<file path="config.mk">
export PLATFORM = sky130hd
export DESIGN_NAME = instr_encoder_flat
export DESIGN_NICKNAME = d
export VERILOG_FILES = /design/src/rtl/instr_encoder_if.sv /design/src/rtl/instr_encoder.sv /design/src/flat_wrapper.sv
export SDC_FILE = /design/constraint.sdc
export NUM_CORES = 1
export LEC_CHECK = 0
export ABC_AREA = 1
export CORE_UTILIZATION = 40
export DETAILED_ROUTE_END_ITERATION = 7
export PLACE_DENSITY = 0.68
export SYNTH_ARGS = -nofsm -noshare
export SYNTH_HDL_FRONTEND = slang
export SYNTH_SLANG_ARGS = --single-unit
</file>
<file path="constraint.sdc">
create_clock -name clk -period 5.78 [get_ports clk]
set_input_delay 1.156 -clock clk [delete_from_list [all_inputs] [get_ports clk]]
set_output_delay 1.156 -clock clk [all_outputs]
set_load 0.05 [all_outputs]
</file>
<file path="src/rtl/instr_encoder_if.sv">
// Field-bundle input stream and encoded-word output stream of instr_encoder.
// The slave modport is the encoder's view; master is the producer/consumer side.
interface instr_encoder_if;
   logic        in_valid;
   logic        in_ready;
   logic [6:0]  opcode;
   logic [4:0]  rd;
   logic [4:0]  rs1;
   logic [4:0]  rs2;
   logic [2:0]  funct3;
   logic [6:0]  funct7;
   logic [31:0] imm;
   logic        load_base;
   logic [31:0] base_addr;
   logic        out_valid;
   logic        out_ready;
   logic [31:0] instr;
   logic [31:0] addr;
   logic        err;
   logic [15:0] err_cnt;

   modport master (
      output in_valid, opcode, rd, rs1, rs2, funct3, funct7, imm,
             load_base, base_addr, out_ready,
      input  in_ready, out_valid, instr, addr, err, err_cnt
   );

   modport slave (
      input  in_valid, opcode, rd, rs1, rs2, funct3, funct7, imm,
             load_base, base_addr, out_ready,
      output in_ready, out_valid, instr, addr, err, err_cnt
   );
endinterface

</file>
<file path="src/rtl/instr_encoder.sv">
// RV32I field-bundle to instruction-word encoder with a single skid-free output
// register, address assignment and illegal-bundle substitution.
module instr_encoder (
   input  logic           clk,
   input  logic           rst,
   instr_encoder_if.slave bus
);
   typedef enum logic [2:0] {
      FMT_R, FMT_I, FMT_SH, FMT_S, FMT_B, FMT_U, FMT_J, FMT_BAD
   } fmt_t;

   localparam logic [31:0] NOP = 32'h0000_0013;

   fmt_t        fmt;
   logic [31:0] imm;
   logic [6:0]  opcode;
   logic [6:0]  funct7;
   logic [2:0]  funct3;
   logic [4:0]  rd;
   logic [4:0]  rs1;
   logic [4:0]  rs2;
   logic [31:0] enc;
   logic        illegal;
   logic        ext11;
   logic        ext12;
   logic        ext20;
   logic        sh_f7_ok;
   logic        accept;
   logic [31:0] cnt;
   logic [31:0] base;
   logic [31:0] slot_addr;

   assign imm    = bus.imm;
   assign opcode = bus.opcode;
   assign funct7 = bus.funct7;
   assign funct3 = bus.funct3;
   assign rd     = bus.rd;
   assign rs1    = bus.rs1;
   assign rs2    = bus.rs2;

   assign bus.in_ready = ~bus.out_valid | bus.out_ready;
   assign accept       = bus.in_valid & bus.in_ready;
   assign base         = bus.base_addr & 32'hFFFF_FFFC;
   assign slot_addr    = bus.load_base ? base : cnt;

   // Upper immediate bits must all replicate the sign of the encodable field.
   assign ext11    = (&imm[31:11]) | ~(|imm[31:11]);
   assign ext12    = (&imm[31:12]) | ~(|imm[31:12]);
   assign ext20    = (&imm[31:20]) | ~(|imm[31:20]);
   assign sh_f7_ok = (funct7 == 7'b0000000) ||
                     (funct7 == 7'b0100000 && funct3 == 3'b101);

   always_comb begin
      case (opcode)
         7'b0110111, 7'b0010111: fmt = FMT_U;
         7'b1101111:             fmt = FMT_J;
         7'b0010011:             fmt = (funct3 == 3'b001 || funct3 == 3'b101) ? FMT_SH : FMT_I;
         7'b1100111, 7'b0000011: fmt = FMT_I;
         7'b1100011:             fmt = FMT_B;
         7'b0100011:             fmt = FMT_S;
         7'b0110011:             fmt = FMT_R;
         default:                fmt = FMT_BAD;
      endcase
   end

   always_comb begin
      enc     = '0;
      illegal = 1'b0;
      case (fmt)
         FMT_U: begin
            enc     = {imm[31:12], rd, opcode};
            illegal = |imm[11:0];
         end
         FMT_J: begin
            enc     = {imm[20], imm[10:1], imm[11], imm[19:12], rd, opcode};
            illegal = ~ext20 | imm[0];
         end
         FMT_I: begin
            enc     = {imm[11:0], rs1, funct3, rd, opcode};
            illegal = ~ext11;
         end
         FMT_SH: begin
            enc     = {funct7, imm[4:0], rs1, funct3, rd, opcode};
            illegal = (|imm[31:5]) | ~sh_f7_ok;
         end
         FMT_S: begin
            enc     = {imm[11:5], rs2, rs1, funct3, imm[4:0], opcode};
            illegal = ~ext11;
         end
         FMT_B: begin
            enc     = {imm[12], imm[10:5], rs2, rs1, funct3, imm[4:1], imm[11], opcode};
            illegal = ~ext12 | imm[0];
         end
         FMT_R: begin
            enc     = {funct7, rs2, rs1, funct3, rd, opcode};
            illegal = 1'b0;
         end
         default: begin
            enc     = '0;
            illegal = 1'b1;
         end
      endcase
   end

   always_ff @(posedge clk or posedge rst) begin
      if (rst) begin
         bus.out_valid <= 1'b0;
         bus.instr     <= '0;
         bus.addr      <= '0;
         bus.err       <= 1'b0;
         bus.err_cnt   <= '0;
         cnt           <= '0;
      end else if (accept) begin
         bus.out_valid <= 1'b1;
         bus.instr     <= illegal ? NOP : enc;
         bus.addr      <= slot_addr;
         bus.err       <= illegal;
         cnt           <= slot_addr + 32'd4;
         if (illegal && bus.err_cnt != '1)
            bus.err_cnt <= bus.err_cnt + 16'd1;
      end else begin
         if (bus.out_ready)
            bus.out_valid <= 1'b0;
         if (bus.load_base)
            cnt <= base;
      end
   end
endmodule

</file>
<file path="src/flat_wrapper.sv">
// flat-port wrapper written by rule: the top's interface ports become plain ports
module instr_encoder_flat 
  (clk, rst, bus_in_valid, bus_opcode, bus_rd, bus_rs1, bus_rs2, bus_funct3, bus_funct7, bus_imm, bus_load_base, bus_base_addr, bus_out_ready, bus_in_ready, bus_out_valid, bus_instr, bus_addr, bus_err, bus_err_cnt);
  instr_encoder_if bus_i ();
  input  logic clk;
  input  logic rst;
  input wire logic [$bits(bus_i.in_valid)-1:0] bus_in_valid;
  input wire logic [$bits(bus_i.opcode)-1:0] bus_opcode;
  input wire logic [$bits(bus_i.rd)-1:0] bus_rd;
  input wire logic [$bits(bus_i.rs1)-1:0] bus_rs1;
  input wire logic [$bits(bus_i.rs2)-1:0] bus_rs2;
  input wire logic [$bits(bus_i.funct3)-1:0] bus_funct3;
  input wire logic [$bits(bus_i.funct7)-1:0] bus_funct7;
  input wire logic [$bits(bus_i.imm)-1:0] bus_imm;
  input wire logic [$bits(bus_i.load_base)-1:0] bus_load_base;
  input wire logic [$bits(bus_i.base_addr)-1:0] bus_base_addr;
  input wire logic [$bits(bus_i.out_ready)-1:0] bus_out_ready;
  output wire logic [$bits(bus_i.in_ready)-1:0] bus_in_ready;
  output wire logic [$bits(bus_i.out_valid)-1:0] bus_out_valid;
  output wire logic [$bits(bus_i.instr)-1:0] bus_instr;
  output wire logic [$bits(bus_i.addr)-1:0] bus_addr;
  output wire logic [$bits(bus_i.err)-1:0] bus_err;
  output wire logic [$bits(bus_i.err_cnt)-1:0] bus_err_cnt;
  assign bus_i.in_valid = bus_in_valid;
  assign bus_i.opcode = bus_opcode;
  assign bus_i.rd = bus_rd;
  assign bus_i.rs1 = bus_rs1;
  assign bus_i.rs2 = bus_rs2;
  assign bus_i.funct3 = bus_funct3;
  assign bus_i.funct7 = bus_funct7;
  assign bus_i.imm = bus_imm;
  assign bus_i.load_base = bus_load_base;
  assign bus_i.base_addr = bus_base_addr;
  assign bus_i.out_ready = bus_out_ready;
  assign bus_in_ready = bus_i.in_ready;
  assign bus_out_valid = bus_i.out_valid;
  assign bus_instr = bus_i.instr;
  assign bus_addr = bus_i.addr;
  assign bus_err = bus_i.err;
  assign bus_err_cnt = bus_i.err_cnt;
  instr_encoder u_core (.clk(clk), .rst(rst), .bus(bus_i));
endmodule
</file>
==> flow_summary.yaml <==
logic_synthesis:
  synth_warnings: 0
  seq_area_frac_synth: 0.4247
  netlist_instances: 917
  synth_nets: 1020
  post_synth.cell_area_avg_um2: 7.326
  synth_cell_types: 42
  flops_latches_synth: 114
  netlist_area_um2: 6718
power_and_ir_drop:
  pwr-share-seq: 0.347
  power_density_nw_per_um2: 285.5
  switching_share_of_power: 0.3183
  irDropWorstVdd_mv: 0.2077
  power.share.combinational: 0.239
  clockPowerShare: 0.414
  leakage_dissipation_nw: 4.317
  total_switching_power_w: 0.0008450
  cell_internal_pwr_w: 0.001809
clock_tree:
  clkSlewWorstSetupHoldPaths_ns: 0.05
  max-clock-path-buffers: 2
  cts_resized: 0
  cts.htree.levels: 4
  cts_made_buffers: 17
  ctsHoldBuffers: 0
  tritoncts: "yes"
  cts.repair_timing.setup_buffer_count: 0
  clock_tree.root_cell: "clkbuf_16"
  skew_pair_late_insertion_delay_ns: 0.42
  clock_sink_count: 114
routing:
  detail_route.iter0.violations: 305
  drc_errors: 0
  via_density_per_instance: 4.857
  detailroute.via_count: 6450
  postRouteAntennaNets: 0
  drtPass1Iterations: 5
  wl_um: 18270
  avgRoutedWirePerCell_um: 13.75
worst_setup_path:
  setup.worst_path.start_class: "input pin"
  crit_arrival_ns: 2.55
  timing_worst_setup_path_type: "input pin to output pin"
  critical_path_peak_fanout: 3
  r2r-start: "u_core.bus.out_valid"
  worst-r2r-cell-count: 10
  critical_path.reg2reg.endpoint: "u_core.cnt[22]"
  data_required_time_of_the_worst_path_ns: 4.62
  cp-end-kind: "output pin"
  setup_slack_of_the_worst_register_to_register_path_ns: 3.28
floorplanning:
  num_rows: 47
  core_region_area_um2: 16470
  dieArea_um2: 17320
  die-height_um: 131.6
  floorplan.io_pins: 184
  initial_standard_cell_utilization_of_the_core: 0.4080
  chipWidth_um: 131.6
sta:
  layout_worst_path_cycle_share: 0.6404
  slew_viol_final: 0
  timing.final.crit_period_ns: 3.701
  rsz0062_at_grt: "false"
  max_slew.worst_pin.slew_ns: 0.9346
  timing.hold.ws_ns: 0.4691
  timing.slew.headroom: 0.3769
  timing.final.hold_violations: 0
  totalNegativeSetupSlack_ns: 0
  fmax_ghz: 0.2702
  skew_ns: 0.006996
  final-setup-viol-count: 0
cells_and_area:
  final_layout_size_suffix_gt1_frac: 0.09567
  stdcell_area_um2: 9298
  antenna_cells_inserted: 0
  layout-area-overhead-vs-synth_pct: 38.41
  finalNetCount: 1198
  finish.utilization: 0.5647
hold_path:
  hold_end: "u_core.bus.instr[1]"
  worst_hold_path.num_cells: 1
  timing.hold.worst.start: "u_core.bus.instr[1]"
  worstHoldPathType: "register to register"
place:
  last_weighted_congestion_value_of_the_routability_driven_placer: 0.8864
  numPortBuffers: 181
  hpwl_um: 13270
  placed_standard_cell_area_um2: 8676
global_routing:
  antenna_found_initial: 0
  grt_first_pass_wirelength_um: 31140
  grt_start_max_net_pins: 74
  grt.total_usage: 0.2252
  vias_in_the_first_global_route: 6228
  overflow: 0
run_status:
  run_status: "finished, final reports clean"
flow_run:
  max-cap-violations: 0
[cells in the mapped netlist (all sizes together)]
library cell	number	area share
nor3	15	0.013
o21ai	38	0.032
clkinv	1	0.00056
buf	13	0.017
or2	6	0.0056
nand3	82	0.076
nor3b	2	0.0030
xor2	28	0.037
dfrtp	114	0.42
nand2	332	0.19
nor4	1	0.00093
xnor2	10	0.013
o41ai	1	0.0013
o21bai	1	0.0011
and2	2	0.0019
nand3b	3	0.0034
nor2	116	0.072
o22ai	4	0.0037
nand4	11	0.010
clkbuf	14	0.0078
a31oi	19	0.018
a21oi	6	0.0045
mux2i	1	0.0015
inv	85	0.048
a22oi	10	0.011
ha	2	0.0037
[placed cells by master (no fill, tap or decap), types with 10 or more instances in the layout]
| cell | synthesis | layout |
|---|---|---|
| nand4_1 | 11 | 11 |
| nand3_1 | 62 | 62 |
| clkdlybuf4s50_1 | 0 | 181 |
| inv_2 | 11 | 12 |
| nand2_1 | 324 | 324 |
| dfrtp_1 | 114 | 114 |
| nand3_2 | 20 | 20 |
| inv_1 | 73 | 71 |
| nor3_1 | 12 | 12 |
| xnor2_1 | 10 | 10 |
| o21ai_0 | 29 | 29 |
| xor2_1 | 28 | 28 |
| a31oi_1 | 19 | 19 |
| nor2_1 | 104 | 104 |
| a22oi_1 | 10 | 10 |
| clkbuf_16 | 0 | 17 |
[flip-flops by register name, summed over array words and instances, names as in the netlist]
name,count
u_core.bus.instr,32
u_core.bus.err,1
u_core.bus.err_cnt,16
u_core.cnt,32
u_core.bus.addr,32
u_core.bus.out_valid,1
[layer usage]
metal / global-route usage / share of wire / vias up
met5: 0 / 0 / -
met4: 0.07687 / 0.019 / 0
met3: 0.05054 / 0.047 / 28
met2: 0.3715 / 0.47 / 170
met1: 0.2899 / 0.46 / 2975
li1: - / - / 3277
[worst max-delay path: stages]
cell and delay, ns:
clkdlybuf4s50_1 0.45, inv_1 0.03, nand2_1 0.09, clkdlybuf4s50_1 0.81
[area by class of cell]
type | instances | area [µm²]
Clock inverter | 11 | 151.4
Sequential cell | 114 | 2853
Clock buffer | 21 | 470.5
Inverter | 86 | 327.8
Timing Repair Buffer | 186 | 1849
Multi-Input combinational cell | 690 | 3371
Fill cell | 1591 | 7168
Tap cell | 220 | 275.3
[power by group through the flow]
stage | clock [W] | sequential (W) | combinational [W]
2_1_floorplan | 0 | 0.00111 | 0.000221
3_3_place_gp | 0 | 0.000933 | 0.000631
3_5_place_dp | 0 | 0.000935 | 0.000636
4_1_cts | 0.00112 | 0.000922 | 0.000638
5_1_grt | 0.00116 | 0.000930 | 0.000684
6_report | 0.00110 | 0.000921 | 0.000633
[worst max path at each step]
stage / from / end / slack (ns) / cells after the start
floorplan: rst / u_core.bus.addr[0] / 1.61 / 1
global placement: bus_load_base / u_core.cnt[22] / 1.74 / 14
detailed placement: bus_load_base / u_core.cnt[22] / 1.71 / 14
CTS: bus_out_ready / bus_in_ready / 2.07 / 4
global route: bus_opcode[3] / u_core.bus.err_cnt[14] / 1.82 / 15
finish: bus_out_ready / bus_in_ready / 2.08 / 4
[stage by stage]
| step | std cells | worst slack (ns) | total power (W) |
|---|---|---|---|
| 4_1_cts | 1328 | 2.072 | 0.002677 |
| 3_5_place_dp | 1296 | 1.715 | 0.001571 |
| 6_report | 1328 | 2.079 | 0.002654 |
| 2_1_floorplan | 917 | 1.608 | 0.001329 |
| 5_1_grt | 1328 | 1.816 | 0.002769 |
| 3_3_place_gp | 1296 | 1.740 | 0.001564 |
[cells by family after synthesis]
| family | share of synthesized area |
|---|---|
| mux | 0.001490 |
| buf+inv | 0.07357 |
| flops | 0.4247 |
| compound gates | 0.07115 |
| fa+ha+maj | 0.003724 |
| xor+xnor | 0.04954 |
| simple gates | 0.3759 |
Power figures use the tool's default switching activity.
